==> src/rtl/fetch_unit_pkg.sv <==
// Shared types and constants for the instruction fetch unit.
package fetch_unit_pkg;

    localparam int unsigned XLEN = 32;
    localparam int unsigned BUF_DEPTH = 2;
    localparam int unsigned CNT_W = 2;

    localparam logic [XLEN-1:0] PC_RESET_DEFAULT = 32'h0000_0000;
    localparam logic [XLEN-1:0] PC_STEP = 32'd4;

    typedef enum logic [1:0] {
        NPC_OP_PC4  = 2'd0,
        NPC_OP_B    = 2'd1,
        NPC_OP_JAL  = 2'd2,
        NPC_OP_JALR = 2'd3
    } npc_op_e;

    typedef enum logic [1:0] {
        IDLE = 2'd0,
        WAIT = 2'd1,
        DROP = 2'd2
    } fetch_state_e;

    typedef struct packed {
        logic [XLEN-1:0] inst;
        logic [XLEN-1:0] pc;
    } fetch_entry_t;

    // Redirect target: JALR uses the ALU result, JAL/B use pc+imm; always word-aligned.
    function automatic logic [XLEN-1:0] npc_target(
        input logic [1:0]      op,
        input logic [XLEN-1:0] pc,
        input logic [XLEN-1:0] imm,
        input logic [XLEN-1:0] alu
    );
        logic [XLEN-1:0] t;
        t = (op == NPC_OP_JALR) ? alu : XLEN'(pc + imm);
        return {t[XLEN-1:2], 2'b00};
    endfunction

endpackage

==> src/rtl/fetch_unit_inst_fifo.sv <==
// Two-entry in-order instruction buffer with flush; head entry is always slot0.
module inst_fifo
    import fetch_unit_pkg::*;
(
    input  logic               clk,
    input  logic               rst_n,
    input  logic               flush,
    input  logic               push,
    input  fetch_entry_t       push_data,
    input  logic               pop,
    output fetch_entry_t       head,
    output logic [CNT_W-1:0]   count,
    output logic               valid
);

    fetch_entry_t     slot0;
    fetch_entry_t     slot1;
    logic [CNT_W-1:0] cnt;
    logic             do_pop;
    logic             full;

    assign full   = (cnt == CNT_W'(BUF_DEPTH));
    assign do_pop = pop && (cnt != '0);

    // Flush wins over push/pop; simultaneous push+pop keeps the count and order.
    always_ff @(posedge clk) begin
        if (!rst_n) begin
            cnt <= '0;
        end else if (flush) begin
            cnt <= '0;
        end else begin
            case ({push, do_pop})
                2'b10: begin
                    if (cnt == '0) begin
                        slot0 <= push_data;
                        cnt   <= CNT_W'(1);
                    end else if (!full) begin
                        slot1 <= push_data;
                        cnt   <= CNT_W'(2);
                    end
                end
                2'b01: begin
                    slot0 <= slot1;
                    cnt   <= cnt - CNT_W'(1);
                end
                2'b11: begin
                    if (cnt == CNT_W'(1)) begin
                        slot0 <= push_data;
                    end else begin
                        slot0 <= slot1;
                        slot1 <= push_data;
                    end
                end
                default: ;
            endcase
        end
    end

    assign head  = slot0;
    assign count = cnt;
    assign valid = (cnt != '0);

endmodule

==> src/rtl/fetch_unit.sv <==
// Instruction fetch: single-outstanding memory requester feeding a 2-entry buffer, with EX redirects.
module fetch_unit
    import fetch_unit_pkg::*;
#(
    parameter logic [XLEN-1:0] PC_RESET = PC_RESET_DEFAULT
) (
    input  logic            clk,
    input  logic            rst_n,
    output logic            imem_req,
    output logic [XLEN-1:0] imem_addr,
    input  logic            imem_gnt,
    input  logic            imem_rvalid,
    input  logic [XLEN-1:0] imem_rdata,
    output logic            inst_valid,
    input  logic            inst_ready,
    output logic [XLEN-1:0] inst,
    output logic [XLEN-1:0] inst_pc,
    output logic [XLEN-1:0] inst_pc4,
    input  logic            ex_valid,
    input  logic [1:0]      npc_op,
    input  logic            br_taken,
    input  logic [XLEN-1:0] ex_pc,
    input  logic [XLEN-1:0] ext,
    input  logic [XLEN-1:0] alu_c
);

    localparam logic [XLEN-1:0] RESET_PC = {PC_RESET[XLEN-1:2], 2'b00};

    fetch_state_e     state;
    logic [XLEN-1:0]  fetch_pc;
    logic [XLEN-1:0]  req_pc;
    logic             redirect;
    logic [XLEN-1:0]  target;
    logic             pop;
    logic             push;
    logic             granted;
    logic [CNT_W-1:0] count;
    logic             buf_valid;
    fetch_entry_t     head;
    fetch_entry_t     push_data;

    // Redirect decode from the executing instruction.
    always_comb begin
        redirect = 1'b0;
        if (ex_valid) begin
            case (npc_op)
                NPC_OP_JAL, NPC_OP_JALR: redirect = 1'b1;
                NPC_OP_B:                redirect = br_taken;
                default:                 redirect = 1'b0;
            endcase
        end
        target = npc_target(npc_op, ex_pc, ext, alu_c);
    end

    assign pop = buf_valid && inst_ready && !redirect;

    // Request only if the response is guaranteed a buffer slot; a same-cycle pop frees one.
    always_comb begin
        imem_req = 1'b0;
        if (rst_n && !redirect) begin
            case (state)
                IDLE:    imem_req = (count < CNT_W'(BUF_DEPTH)) || pop;
                WAIT:    imem_req = imem_rvalid &&
                                    ((count == '0) || ((count == CNT_W'(1)) && pop));
                default: imem_req = 1'b0;
            endcase
        end
    end

    assign granted   = imem_req && imem_gnt;
    assign push      = !redirect && (state == WAIT) && imem_rvalid;
    assign push_data = '{inst: imem_rdata, pc: req_pc};
    assign imem_addr = fetch_pc;

    // Fetch FSM and PC tracking; redirect overrides everything except reset.
    always_ff @(posedge clk) begin
        if (!rst_n) begin
            state    <= IDLE;
            fetch_pc <= RESET_PC;
            req_pc   <= RESET_PC;
        end else if (redirect) begin
            fetch_pc <= target;
            case (state)
                WAIT:    state <= imem_rvalid ? IDLE : DROP;
                DROP:    state <= imem_rvalid ? IDLE : DROP;
                default: state <= IDLE;
            endcase
        end else begin
            if (granted) begin
                req_pc   <= fetch_pc;
                fetch_pc <= fetch_pc + PC_STEP;
            end
            case (state)
                IDLE: begin
                    if (granted) state <= WAIT;
                end
                WAIT: begin
                    if (imem_rvalid) state <= granted ? WAIT : IDLE;
                end
                DROP: begin
                    if (imem_rvalid) state <= IDLE;
                end
                default: state <= IDLE;
            endcase
        end
    end

    inst_fifo u_inst_fifo (
        .clk       (clk),
        .rst_n     (rst_n),
        .flush     (redirect),
        .push      (push),
        .push_data (push_data),
        .pop       (pop),
        .head      (head),
        .count     (count),
        .valid     (buf_valid)
    );

    assign inst_valid = buf_valid;
    assign inst       = head.inst;
    assign inst_pc    = head.pc;
    assign inst_pc4   = head.pc + PC_STEP;

endmodule
==> config.mk <==
export PLATFORM = sky130hd
export DESIGN_NAME = fetch_unit
export DESIGN_NICKNAME = d
export VERILOG_FILES = /design/src/rtl/fetch_unit_pkg.sv /design/src/rtl/fetch_unit_inst_fifo.sv /design/src/rtl/fetch_unit.sv
export SDC_FILE = /design/constraint.sdc
export NUM_CORES = 1
export LEC_CHECK = 0
export BUFFER_PORTS_ARGS = -buffer_cell sky130_fd_sc_hd__buf_2
export CELL_PAD_IN_SITES_DETAIL_PLACEMENT = 0
export CELL_PAD_IN_SITES_GLOBAL_PLACEMENT = 1
export CORE_ASPECT_RATIO = 0.8
export CORE_UTILIZATION = 38
export DETAILED_ROUTE_END_ITERATION = 16
export PLACE_DENSITY_LB_ADDON = 0.08
export REMOVE_ABC_BUFFERS = 1
export SYNTH_ARGS = -nofsm -noshare
export SYNTH_HDL_FRONTEND = slang
export SYNTH_HIERARCHICAL = 1
export SYNTH_SLANG_ARGS = --single-unit
export TNS_END_PERCENT = 30
==> constraint.sdc <==
create_clock -name clk -period 11.3 [get_ports clk]
set_clock_uncertainty 0.05 [all_clocks]
set_input_delay 2.26 -clock clk [delete_from_list [all_inputs] [get_ports clk]]
set_output_delay 2.26 -clock clk [all_outputs]
set_load 0.01 [all_outputs]
==> metrics.txt <==
average instance area after synthesis 11.2 um^2; Placement Rows 53; Post-DP HPWL 19000 um; Nets 1339; sequential group share of total power 47.3%; maximum clock path buffer count 2; endpoint of the most critical register-to-register path imem_addr[31]; number of buffers inserted to repair setup after CTS 0; total buffers and inverters traversed by the critical path 3; final setup vio count 0; required arrival time at the worst endpoint 8.99 ns; global-route usage over all layers 19.2%; unrepaired setup endpoints after global routing false; Switching Share 25.1%; commonest non-fill, non-tap cell in the layout sky130_fd_sc_hd__buf_2; post-detailed-route wirelength per cell 17.2 um; CTS HTree Levels 4; dpl ws 5.32 ns; share of cells above drive strength 1 33.6%; CP Class primary input to output pin; largest area contributor in the netlist sky130_fd_sc_hd__edfxtp_1; clock root cell sky130_fd_sc_hd__clkbuf_16; source-to-sink clock delay at the later pin of the worst-skew pair 0.43 ns; global route overflow 0; 1st-pass router iterations 4; Starting Density 38.8%; Multi-input gate area 4890 um^2; routed vias 7880; most frequent cell on the critical path sky130_fd_sc_hd__buf_2; Internal Dissipation 1.24 mW; initial antenna violation count 0; share of the yosys chip area belonging to registers 50.0%; Post-synth top flop sky130_fd_sc_hd__edfxtp_1; Setup crit start kind primary input; top-level port count 267; Residual DRC 0; number of buffers inserted during clock tree synthesis 17; unique cell type count in the Yosys netlist 80; worst endpoint data arrival time 3.67 ns; post-synthesis cell area 10200 um^2; Worst VDD drop 0.111 mV; clock power share 38.6%; setup slack after layout 5.32 ns; leading cell types in the layout, fill and taps excluded sky130_fd_sc_hd__buf_2, sky130_fd_sc_hd__edfxtp_1, sky130_fd_sc_hd__nand2_1; count of instances resized after the clock tree is built 0; clock tree from TritonCTS yes; Slew HR 39.2%; leakage dissipation 5.13 nW; Fin Setup TNS 0 ns; critical path's top delay family buffers and inverters; destination of the worst hold path u_inst_fifo/slot1[31]; clock-pin slew of the registers on the worst-case setup and hold paths 0.07 ns; critical register-to-register path startpoint u_inst_fifo/count[0]; die area 27600 um^2; fraction of post-synthesis cell area in the top cell type by area 37.5%; register bit total from synthesis 192; final period utilization 52.9%; # diodes 0; Max Cap Viol 0; Max Freq 167 MHz; count of hold buffers inserted by post-cts repair 0; global placement routability congestion 0.815; detail-routed via count per cell 5.14; wire length of the first global-routing pass 41000 um; largest incremental delay on the critical path 0.42 ns; biggest area contributors in the synthesized netlist sky130_fd_sc_hd__edfxtp_1, sky130_fd_sc_hd__dfxtp_1, sky130_fd_sc_hd__mux2_4; Comb pwr share 14.1%; number of sinks handled by clock tree synthesis 192; actual transition at the worst max-transition pin 0.912 ns; vias in the first global route 7503; kind of end point of the critical path output pin; Ys Warns 6; final critical path time including I/O delays and setup 5.98 ns; routed wire length 26400 um; WHS Path Cells 0; vertical extent of the die 149 um; First DRT Iteration DRCs 441; run status completed; power density over the cells 133 nW/um^2; largest net degree at the start of global routing 65; maximum fanout along the worst path 42; Reg2Reg Depth 11; Final Max Slew Viols 0; Buffers on Ports 262; floorplan core area 26400 um^2; number of synthesized flops with an enable pin 128; storage element area 5120 um^2; async set or reset register ratio after synthesis 0%; switching pwr 416 uW; slack of the worst reg-to-reg path 7.83 ns; layout-stage area growth over the synthesis result 22.0%; type of the most critical hold path flip-flop to flip-flop; filler cell count in the final layout 2522; Worst path slowest cell sky130_fd_sc_hd__buf_4; min-delay src req_pc[31]; CP Cell Sequence buf_2 > a21oi_1 > nand2b_2 > buf_4 > nand2_1 > nor2_1 > buf_2; Die Width 186 um; number of instances in the synthesized netlist 912; number of failing hold endpoints at the final stage 0; antenna violation net count after detailed routing 0
## worst reg2reg max path, stage by stage, from the launching register on
cell and delay [ns]:
sky130_fd_sc_hd__dfxtp_1 0.43, sky130_fd_sc_hd__inv_1 0.10, sky130_fd_sc_hd__ha_1 0.30, sky130_fd_sc_hd__inv_1 0.13
sky130_fd_sc_hd__a21boi_0 0.10, sky130_fd_sc_hd__o32a_1 0.35, sky130_fd_sc_hd__nand4b_4 0.56, sky130_fd_sc_hd__nor2_2 0.60
sky130_fd_sc_hd__nand3_1 0.19, sky130_fd_sc_hd__xor2_1 0.17, sky130_fd_sc_hd__a221o_1 0.34, sky130_fd_sc_hd__nor2_1 0.10
## per-layer routing
| layer | routed length [um] | track usage [%] | up-vias |
|---|---|---|---|
| met5 | 0 | 0 | - |
| met4 | 178 | 3.65 | 0 |
| met3 | 1090 | 3.59 | 14 |
| met2 | 12200 | 30.7 | 178 |
| met1 | 13000 | 27.0 | 3797 |
| li1 | - | - | 3891 |
## state kept, by name, indices dropped and copies added (netlist names)
register,cells
imem_addr,30
req_pc,30
state,2
u_inst_fifo/count,2
u_inst_fifo/head,64
u_inst_fifo/slot1,64
## Yosys cell counts (5+ instances only)
cell type / number
sky130_fd_sc_hd__a221oi_1: 5
sky130_fd_sc_hd__nor2_1: 38
sky130_fd_sc_hd__buf_6: 7
sky130_fd_sc_hd__xnor2_1: 48
sky130_fd_sc_hd__inv_1: 14
sky130_fd_sc_hd__xor2_1: 24
sky130_fd_sc_hd__a211oi_1: 12
sky130_fd_sc_hd__and4_1: 8
sky130_fd_sc_hd__clkbuf_1: 19
sky130_fd_sc_hd__o21ai_0: 27
sky130_fd_sc_hd__dfxtp_1: 64
sky130_fd_sc_hd__nor2b_1: 5
sky130_fd_sc_hd__nor3_1: 16
sky130_fd_sc_hd__and3_1: 24
sky130_fd_sc_hd__mux2_2: 6
sky130_fd_sc_hd__nand4_1: 18
sky130_fd_sc_hd__and2_1: 6
sky130_fd_sc_hd__or3_1: 5
sky130_fd_sc_hd__a21o_1: 6
sky130_fd_sc_hd__nor4_1: 7
sky130_fd_sc_hd__buf_1: 5
sky130_fd_sc_hd__nand2_1: 120
sky130_fd_sc_hd__ha_1: 38
sky130_fd_sc_hd__nand3_1: 28
sky130_fd_sc_hd__a21oi_1: 79
sky130_fd_sc_hd__mux2_4: 60
sky130_fd_sc_hd__edfxtp_1: 128
## logic make-up after synthesis
logic type / Yosys count / synth area share (%)
AO/OA/AOI/OAI: 187 / 12.2
XOR/XNOR: 72 / 6.15
adder cells (fa/ha/maj): 38 / 4.64
buffers and inverters: 57 / 2.82
flip-flops: 192 / 50.0
multiplexers: 68 / 9.65
other: 1 / 0.0366
AND/OR/NAND/NOR: 297 / 14.5
## worst max path at each step
stage / startpoint / to / slack (ns) / cells after the start
after detailed placement: npc_op[0] / imem_req / 5.32 / 7
after global routing: npc_op[0] / imem_req / 5.18 / 7
after CTS: npc_op[0] / imem_req / 5.31 / 7
after global placement: npc_op[0] / imem_req / 5.31 / 7
after floorplan: br_taken / u_inst_fifo/slot1[0] / -0.06 / 5
final: npc_op[0] / imem_req / 5.32 / 7
## metrics by stage
stage / cell area (um^2) / cells / total power [mW] / utilization [%] / hold WS, ns
CTS: 12500 / 1534 / 1.68 / 47.4 / 0.411
global route: 12500 / 1534 / 1.73 / 47.4 / 0.435
detailed placement: 11900 / 1502 / 1.04 / 45.0 / 0.399
global placement: 11900 / 1502 / 1.04 / 45.0 / 0.404
floorplan: 10000 / 876 / 0.946 / - / 0.374
finish: 12500 / 1534 / 1.66 / 47.4 / 0.404
## power by group through the flow
stage	sequential, mW	combinational [mW]	clock [mW]
5_1_grt	0.789	0.260	0.682
3_3_place_gp	0.802	0.234	0
2_1_floorplan	0.803	0.143	0
3_5_place_dp	0.802	0.235	0
6_report	0.786	0.234	0.641
4_1_cts	0.786	0.236	0.656
## final cells by class
class / count / share of cell area (%)
tap: 357 / 3.57
inverter: 16 / 0.480
clock buffer: 24 / 3.94
timing repair buffer: 269 / 10.9
sequential: 192 / 41.0
clock inverter: 8 / 1.00
multi-input combinational: 668 / 39.1
Power figures use the tool's default switching activity.
